$ cat src/rtl/ad_pkt_arbiter.sv
// ad_pkt_arbiter: round-robin packet scheduler sharing one AXI-Stream DMA
// master between CH_NUM packet FIFOs. Whole PKT_WORDS packets are moved
// atomically and each beat carries its channel index on m_axis_tuser.
// Ports: dma_clk/rst1_n (async, active low), enable run control,
//   ch_empty/ch_almost_empty/ch_dout/ch_rd_en to the channel FIFOs
//   (std read, 1-cycle latency), m_axis_* stream master, busy,
//   pkt_count (delivered packets, wraps), pkt_err.
// Optional: define AD_PKT_CHECK_EN to check each packet (XOR of all words
//   must be 0, word PKT_WORDS-3 bits[31:24] must be grant+1); otherwise
//   pkt_err is tied low.
module ad_pkt_arbiter #(
    parameter int CH_NUM    = 4,
    parameter int CH_W      = 2,
    parameter int PKT_WORDS = 1024
) (
    input  logic                  dma_clk,
    input  logic                  rst1_n,
    input  logic                  enable,
    input  logic [CH_NUM-1:0]     ch_empty,
    input  logic [CH_NUM-1:0]     ch_almost_empty,
    input  logic [32*CH_NUM-1:0]  ch_dout,
    output logic [CH_NUM-1:0]     ch_rd_en,
    output logic [31:0]           m_axis_tdata,
    output logic                  m_axis_tvalid,
    input  logic                  m_axis_tready,
    output logic                  m_axis_tlast,
    output logic [CH_W-1:0]       m_axis_tuser,
    output logic                  busy,
    output logic [31:0]           pkt_count,
    output logic                  pkt_err
);

    localparam int BW = $clog2(PKT_WORDS);

    localparam logic [1:0] S_IDLE  = 2'd0;
    localparam logic [1:0] S_ARB   = 2'd1;
    localparam logic [1:0] S_XFER  = 2'd2;
    localparam logic [1:0] S_DRAIN = 2'd3;

    logic [1:0]      state_q, state_d;
    logic [CH_W-1:0] ptr_q, ptr_d;
    logic [BW:0]     issued_q, issued_d;
    logic [BW-1:0]   beat_q;
    logic            pend_q;
    logic [31:0]     mem_q [4];
    logic [1:0]      wr_q, rd_q;
    logic [2:0]      occ_q;
    logic [31:0]     cnt_q;

    logic            rd, hs, last_hs, found;
    logic [CH_W-1:0] win, cand;
    logic [31:0]     rd_word;

    // Round-robin search starting just after the last winner.
    always_comb begin
        found = 1'b0;
        win   = ptr_q;
        cand  = ptr_q;
        for (int i = 1; i <= CH_NUM; i++) begin
            cand = CH_W'((int'(ptr_q) + i) % CH_NUM);
            if (!found && !ch_almost_empty[cand]) begin
                found = 1'b1;
                win   = cand;
            end
        end
    end

    // A read is allowed only while the words already buffered plus the
    // one in flight leave room for it, so the 4-entry buffer never fills.
    assign rd = (state_q == S_XFER)
              && (issued_q < (BW+1)'(PKT_WORDS))
              && !ch_empty[ptr_q]
              && ((occ_q + {2'b0, pend_q}) <= 3'd2);

    always_comb begin
        ch_rd_en        = '0;
        ch_rd_en[ptr_q] = rd;
    end

    assign rd_word       = ch_dout[32*ptr_q +: 32];
    assign m_axis_tvalid = (occ_q != 3'd0);
    assign m_axis_tdata  = m_axis_tvalid ? mem_q[rd_q] : 32'd0;
    assign m_axis_tuser  = m_axis_tvalid ? ptr_q : '0;
    assign m_axis_tlast  = m_axis_tvalid
                         && (beat_q == BW'(PKT_WORDS - 1));
    assign hs            = m_axis_tvalid && m_axis_tready;
    assign last_hs       = hs && m_axis_tlast;
    assign busy          = (state_q != S_IDLE);
    assign pkt_count     = cnt_q;

    always_comb begin
        state_d  = state_q;
        ptr_d    = ptr_q;
        issued_d = issued_q;
        case (state_q)
            S_IDLE: begin
                if (enable) state_d = S_ARB;
            end
            S_ARB: begin
                if (!enable) begin
                    state_d = S_IDLE;
                end else if (found) begin
                    ptr_d    = win;
                    issued_d = '0;
                    state_d  = S_XFER;
                end
            end
            S_XFER: begin
                if (rd) begin
                    issued_d = issued_q + 1'b1;
                    if (issued_q == (BW+1)'(PKT_WORDS - 1))
                        state_d = S_DRAIN;
                end
            end
            S_DRAIN: begin
                if (last_hs) state_d = enable ? S_ARB : S_IDLE;
            end
            default: state_d = S_IDLE;
        endcase
    end

    always_ff @(posedge dma_clk or negedge rst1_n) begin
        if (!rst1_n) begin
            state_q  <= S_IDLE;
            ptr_q    <= CH_W'(CH_NUM - 1);
            issued_q <= '0;
            beat_q   <= '0;
            pend_q   <= 1'b0;
            wr_q     <= 2'd0;
            rd_q     <= 2'd0;
            occ_q    <= 3'd0;
            cnt_q    <= 32'd0;
        end else begin
            state_q  <= state_d;
            ptr_q    <= ptr_d;
            issued_q <= issued_d;
            pend_q   <= rd;
            occ_q    <= occ_q + {2'b0, pend_q} - {2'b0, hs};
            if (pend_q) wr_q <= wr_q + 2'd1;
            if (hs) begin
                rd_q   <= rd_q + 2'd1;
                beat_q <= m_axis_tlast ? '0 : beat_q + 1'b1;
            end
            if (last_hs) cnt_q <= cnt_q + 32'd1;
        end
    end

    // Buffer storage carries no reset; occupancy alone defines validity.
    always_ff @(posedge dma_clk) begin
        if (pend_q) mem_q[wr_q] <= rd_word;
    end

`ifdef AD_PKT_CHECK_EN
    logic [31:0] xor_q;
    logic        id_bad_q;
    logic        err_q;

    always_ff @(posedge dma_clk or negedge rst1_n) begin
        if (!rst1_n) begin
            xor_q    <= 32'd0;
            id_bad_q <= 1'b0;
            err_q    <= 1'b0;
        end else begin
            err_q <= 1'b0;
            if (last_hs) begin
                err_q    <= ((xor_q ^ m_axis_tdata) != 32'd0) || id_bad_q;
                xor_q    <= 32'd0;
                id_bad_q <= 1'b0;
            end else if (hs) begin
                xor_q <= xor_q ^ m_axis_tdata;
                if (beat_q == BW'(PKT_WORDS - 3))
                    id_bad_q <= m_axis_tdata[31:24] != (8'(ptr_q) + 8'd1);
            end
        end
    end

    assign pkt_err = err_q;
`else
    assign pkt_err = 1'b0;
`endif

endmodule

$ cat config.mk
export PLATFORM = sky130hd
export DESIGN_NAME = ad_pkt_arbiter
export DESIGN_NICKNAME = d
export VERILOG_FILES = /design/src/rtl/ad_pkt_arbiter.sv
export SDC_FILE = /design/constraint.sdc
export NUM_CORES = 1
export LEC_CHECK = 0
export BUFFER_PORTS_ARGS = -buffer_cell sky130_fd_sc_hd__buf_2
export CAP_MARGIN = 15
export CELL_PAD_IN_SITES_DETAIL_PLACEMENT = 1
export CELL_PAD_IN_SITES_GLOBAL_PLACEMENT = 2
export CORE_ASPECT_RATIO = 1.75
export CORE_MARGIN = 2
export CORE_UTILIZATION = 34
export DETAILED_ROUTE_END_ITERATION = 16
export PLACE_DENSITY_LB_ADDON = 0.08
export SLEW_MARGIN = 20
export SYNTH_ARGS = -nofsm -noshare
export SYNTH_HDL_FRONTEND = slang
export SYNTH_SLANG_ARGS = --single-unit
export TNS_END_PERCENT = 50
$ cat constraint.sdc
create_clock -name dma_clk -period 2.2 [get_ports dma_clk]
set_input_delay 0.22 -clock dma_clk [delete_from_list [all_inputs] [get_ports dma_clk]]
set_output_delay 0.22 -clock dma_clk [all_outputs]
set_load 0.1 [all_outputs]
Yosys cells after proc, flatten, opt, wreduce, memory -nomap -nowiden --
Memories as Yosys holds them, arrays and structs flattened. Index checks and enable logic that the tools add are counted.
Word-level totals: register bits 65, memories 1, bits of input ports 140, logic and storage cells 104, output and inout port bits 74, RAM bits 128
Memory list:
- mem_q | depth 4, width 32, rd ports 1, clocked after Yosys merged registers in 0, wr ports 1, RTL line 45 | logic [31:0] mem_q [4];
Operators by class: muxes and demuxes 37, reductions and logical operators 23, bitwise gates (word level) 1, eq/ne operators 13, order comparisons 8, add/subtract/negate cells 11, shifts and indexed selects 1
Operators with widths (count):
- 128-bit by 8-bit variable part select with 32-bit output | 1
- 11-bit two-way mux | 3
- 32-bit by 1-bit adder with 32-bit output, second input constant | 1
- 32-bit two-way mux | 1
- 2-bit two-way mux | 11
- 11-bit one-hot mux with 2 select lines | 1
- 2-bit by 3-bit less-than comparator with 1-bit output, second input constant | 5
- 1-bit two-way mux | 13
- 11-bit by 1-bit adder with 11-bit output, second input constant | 1
- 11-bit by 10-bit == test with 1-bit output, second input constant | 1
- 11-bit less-than comparator, second input constant | 1
- 10-bit by 1-bit adder with 10-bit output, second input constant | 1
- 1-bit binary-select mux with 2-bit select | 5
- 10-bit == test, second input constant | 1
- 1-bit logical AND | 10
- 10-bit two-way mux | 1
- 2-bit inequality test, second input constant | 5
- 2-bit by 1-bit adder with 2-bit output, second input constant | 4
- 2-bit one-hot mux with 4 select lines | 1
- 4-bit AND reduction | 2
- 1-bit zero test | 6
- 5-bit AND reduction | 1
- 2-bit adder, second input constant | 2
- 4-bit bitwise AND | 1
- 13 further kinds | 15

Longest topological paths before layout --
word-level depth 15, mapped depth 9, mapped depth without buffers 7

Worst setup path before layout --
OpenSTA, ideal clock, no wires.
path type register -> register, start register beat_q[2], end register cnt_q[5], in the netlist pkt_count[5], cell stages (with the launch flop) 6, clock period less this slack 2816 ps, library setup time 158 ps, path buffers 0, required time 2042 ps, arrival time 2657 ps, slack -616 ps, path through dfrtp_1 nand4_1 nor4_4 nand2_1 or3_1 xnor2_1
On the way: cells in the longest elaborated chain, start to end 3
RTL lines:
- start, declared | RTL line 43 | logic [BW-1:0] beat_q;
- start signal, assigned | RTL line 142 | beat_q <= m_axis_tlast ? '0 : beat_q + 1'b1;
- 10-bit == test | RTL line 85 | && (beat_q == BW'(PKT_WORDS - 1));
- 1-bit logical AND | RTL line 85
- via m_axis_tlast | RTL line 26 | output logic m_axis_tlast,
- 1-bit logical AND | RTL line 87 | assign last_hs = hs && m_axis_tlast;
- end signal, assigned | RTL line 144 | if (last_hs) cnt_q <= cnt_q + 32'd1;
- end, declared | RTL line 48 | logic [31:0] cnt_q;
The timed path passes the listed nets, and every way through them passes these cells. A chain may end at the register's enable or synchronous reset.

Final worst setup path --
start register ptr_q[0], end output port ch_rd_en[0]
On the way: cells in the longest elaborated chain, start to end 6, elaborated cells on any way between the ends 11, classes of those cells order compare: 2; mux: 4; bitwise: 1; reduce/logical: 4
RTL lines:
- start, declared | RTL line 41 | logic [CH_W-1:0] ptr_q, ptr_d;
- start signal, assigned | RTL line 125 | ptr_q <= CH_W'(CH_NUM - 1);
- start signal, assigned | RTL line 135 | ptr_q <= ptr_d;
- branches (longest 5 deep; another with 2-bit by 3-bit less-than comparator with 1-bit output)
- 4-bit bitwise AND (no line) *
- end, declared | RTL line 22 | output logic [CH_NUM-1:0] ch_rd_en,
Every way passes the cells marked *. The select of a mux whose other input is x is not followed.

==> results by group <==
Place
  – HPWL Detailed: 16400 microns
  – Global placement routability congestion: 0.769
  – Number of instances in the placed design: 1117
  – Setup slack at placement: 30.6 ps
  – Post-place instance area: 0.0111 sq mm
  – Port bufs: 212

Synthesis
  – Mux cell area share after synthesis: 0.169
  – Post-Syn Area: 0.00898 sq mm
  – Syn. warnings: 0
  – Cells after synthesis: 580
  – Main synth FF type: edfxtp_1
  – Sequential share of the synthesized area: 0.609
  – Largest family of logic cells by synthesized area: multiplexers
  – Post-synth EDFFs: 128
  – #FFs+latches synth: 193
  – Synth Area in Simple Gates: 0.114
  – Compound-Gate Fraction of Synth Area: 0.0198
  – Adder-Cell Fraction of Synth Area: 0.0209
  – Count of cell types in the netlist: 51
  – Synthesized Nets: 735
  – Fraction of registers with async set/reset: 0.337
  – Synthesized area per cell: 15.5 sq um
  – Xor and xnor area share after synthesis: 0.0468

Pwr
  – Comb pwr share: 0.568
  – PD cells: 1470 mW/mm^2
  – Total Power: 18400 uW
  – Flop pwr share: 0.270
  – Sw frac: 0.416
  – Peak VDD IR: 0.000871 V
  – P_leak: 0.00509 uW
  – P_int: 10700 uW
  – P_sw: 7640 uW
  – Clock power share: 0.162

Worst hold path
  – Hold path depth: 3
  – Min-delay worst type: in2reg
  – Endpoint, Worst Hold: state_q[0]
  – Hold Startpoint: enable

Setup path
  – Startpoint types: register
  – Reg2Reg Depth: 7
  – R2R Setup Slk: -30 ps
  – Required time of the critical path: 1980 ps
  – Crit Path Category: reg2out
  – CP Max Fanout: 5
  – FF-to-FF End: issued_q[10]
  – Arr. time, crit path: 2250 ps
  – CP Capture Type: output pin
  – Worst r2r src: ptr_q[0]

Route
  – DRC: 0
  – Drt first-iter violations: 271
  – Vias: 5960
  – Post-DR vias/cell: 5.09
  – Drt first pass iters: 4
  – Final antenna-violating net count: 0
  – Total Wirelength: 23600 microns
  – Routed wire per std cell: 20.2 microns

Status
  – Outcome: finished, violations left
  – Failing checks: negative setup slack

STA
  – Final Cycle Share: 1.12
  – Setup violators final: 6
  – Worst setup slack after layout: -266 ps
  – Worst-case clock skew: 8.70 ps
  – Fmax: 406 MHz
  – Final hold violation count: 0
  – Unrepaired setup endpoints after global routing: yes
  – Max_slew headroom: 0.454
  – Max-slew violations: 0
  – Worst slew pin tran: 820 ps
  – Tmin final: 2470 ps

Floorplan
  – Die X: 127 microns
  – DIE AREA: 0.0278 sq mm
  – Die H: 219 microns
  – Row count: 78
  – Io pins: 214
  – Core ar.: 0.0260 sq mm
  – Initial core utilization: 0.346

Clock network
  – CTS tree: built
  – H-tree depth reported by CTS: 4
  – Num CTS Buffers: 17
  – Max Root-Sink Buffers: 2
  – Clock Root Buffer: clkbuf_16
  – Clock Sinks: 193
  – Register clock-pin slew on the reported worst setup and hold paths: 70 ps
  – Later-pin clock latency in the skew report: 440 ps

Final layout
  – Antenna diodes: 0
  – Final nets: 994
  – Most common cell after layout, fill and taps aside: buf_2
  – Layout Cells excl Fill: 1171
  – Commonest non-fill, non-tap cells in the layout: buf_2, edfxtp_1, mux4_2
  – Design Area, Final: 0.0125 sq mm
  – Fraction of layout cells with a size suffix above 1: 0.505
  – Area Growth Syn to Fin: 38.8%

Global route
  – First-pass GRT wire length: 36900 microns
  – GR Overflow Total: 0
  – Initial antenna violation count: 4
  – All-Layer GR Usage: 0.177
  – Vias in the first global route: 6725
  – Largest net degree at the start of global routing: 41

Job
  – Maxcap violations: 0
## worst max-delay path: stages (launching register included)
cell and delay, ps:
dfstp_2 550, mux4_2 480, and4bb_4 340, buf_12 110, and2_4 150, buf_12 160
## stage by stage
stage	setup TNS, ps	util	hold WS [ps]
floorplan	-14990	-	-75.6
global placement	0	0.426	360
detailed placement	0	0.426	360
CTS	-2790	0.472	82.8
global route	-2640	0.480	152
finish	-1080	0.480	144
## synthesized netlist by cell type (3+ instances only)
| cell | n | area, sq um |
|---|---|---|
| nand2_1 | 38 | 143 |
| and2_1 | 11 | 68.8 |
| xnor2_1 | 30 | 263 |
| edfxtp_1 | 128 | 3840 |
| a21o_1 | 4 | 30.0 |
| nand4_1 | 18 | 113 |
| nand3_1 | 21 | 105 |
| clkbuf_1 | 19 | 71.3 |
| nor3_1 | 11 | 55.1 |
| and3_1 | 4 | 25.0 |
| xor2_1 | 18 | 158 |
| or3_1 | 4 | 25.0 |
| dfrtp_1 | 63 | 1580 |
| inv_1 | 15 | 56.3 |
| buf_2 | 6 | 30.0 |
| mux4_2 | 66 | 1490 |
| ha_1 | 15 | 188 |
| nor2_1 | 25 | 93.8 |
| o21ai_0 | 10 | 50.1 |
| a21oi_1 | 3 | 15.0 |
| nor2b_1 | 32 | 200 |
## layer usage
metal / part of all wire / vias to the layer above / GRT usage
li1: - / 2711 / -
met1: 0.36 / 3085 / 0.186
met2: 0.59 / 131 / 0.346
met3: 0.042 / 25 / 0.0400
met4: 0.013 / 8 / 0.0505
met5: 0.0019 / - / 0
## worst max path at each step
stage,endpoint,slack (ps),start,cells past startpoint
global placement,state_q[0],50,ptr_q[0],5
finish,ch_rd_en[0],-270,ptr_q[0],5
CTS,ch_rd_en[0],-330,ptr_q[0],5
detailed placement,state_q[0],30,ptr_q[0],5
global route,ch_rd_en[0],-340,ptr_q[0],5
floorplan,pkt_count[5],-610,beat_q[2],5
## state kept, by name, indices dropped and copies added (netlist names), named ones only
name	flops
ptr_q	2
rd_q	2
mem_q	128
pend_q	1
issued_q	11
wr_q	2
state_q	1
occ_q	3
pkt_count	32
beat_q	10
## power groups by stage
stage	Combinational [uW]	Clock [uW]	Sequential, uW
after floorplan	6650	0	4930
after global placement	8290	0	5000
after detailed placement	8420	0	5040
after CTS	10100	3080	4980
after global routing	11000	3210	5010
final	10500	2970	4960
## what timing repair did
| action | CTS | global route |
|---|---|---|
| hold endpoints to repair | 31 | 0 |
| gates cloned | 4 | 0 |
| pin swaps | 5 | 9 |
| hold buffers | 1 | 0 |
| setup buffers | 8 | 11 |
| resized for setup | 118 | 40 |
| setup endpoints to repair | 39 | 48 |
## cells by family (layout without fill, tap and decap cells)
| family | Yosys count | after routing |
|---|---|---|
| AO/OA/AOI/OAI | 27 | 27 |
| buffers and inverters | 43 | 314 |
| flip-flops | 193 | 193 |
| adder cells (fa/ha/maj) | 15 | 15 |
| multiplexers | 69 | 69 |
| XOR/XNOR | 48 | 48 |
| other | 1 | 1 |
| AND/OR/NAND/NOR | 184 | 184 |
## area by class of cell
class                           instances  area (sq um)
Clock buffer                           20           437
Multi-Input combinational cell        344          3660
Tap cell                              320           400
Clock inverter                         11           116
Timing Repair Buffer                  268          2330
Fill cell                            2563         13500
Inverter                               15          56.3
Sequential cell                       193          5480
Note: power is estimated with default switching activity, not from simulation.
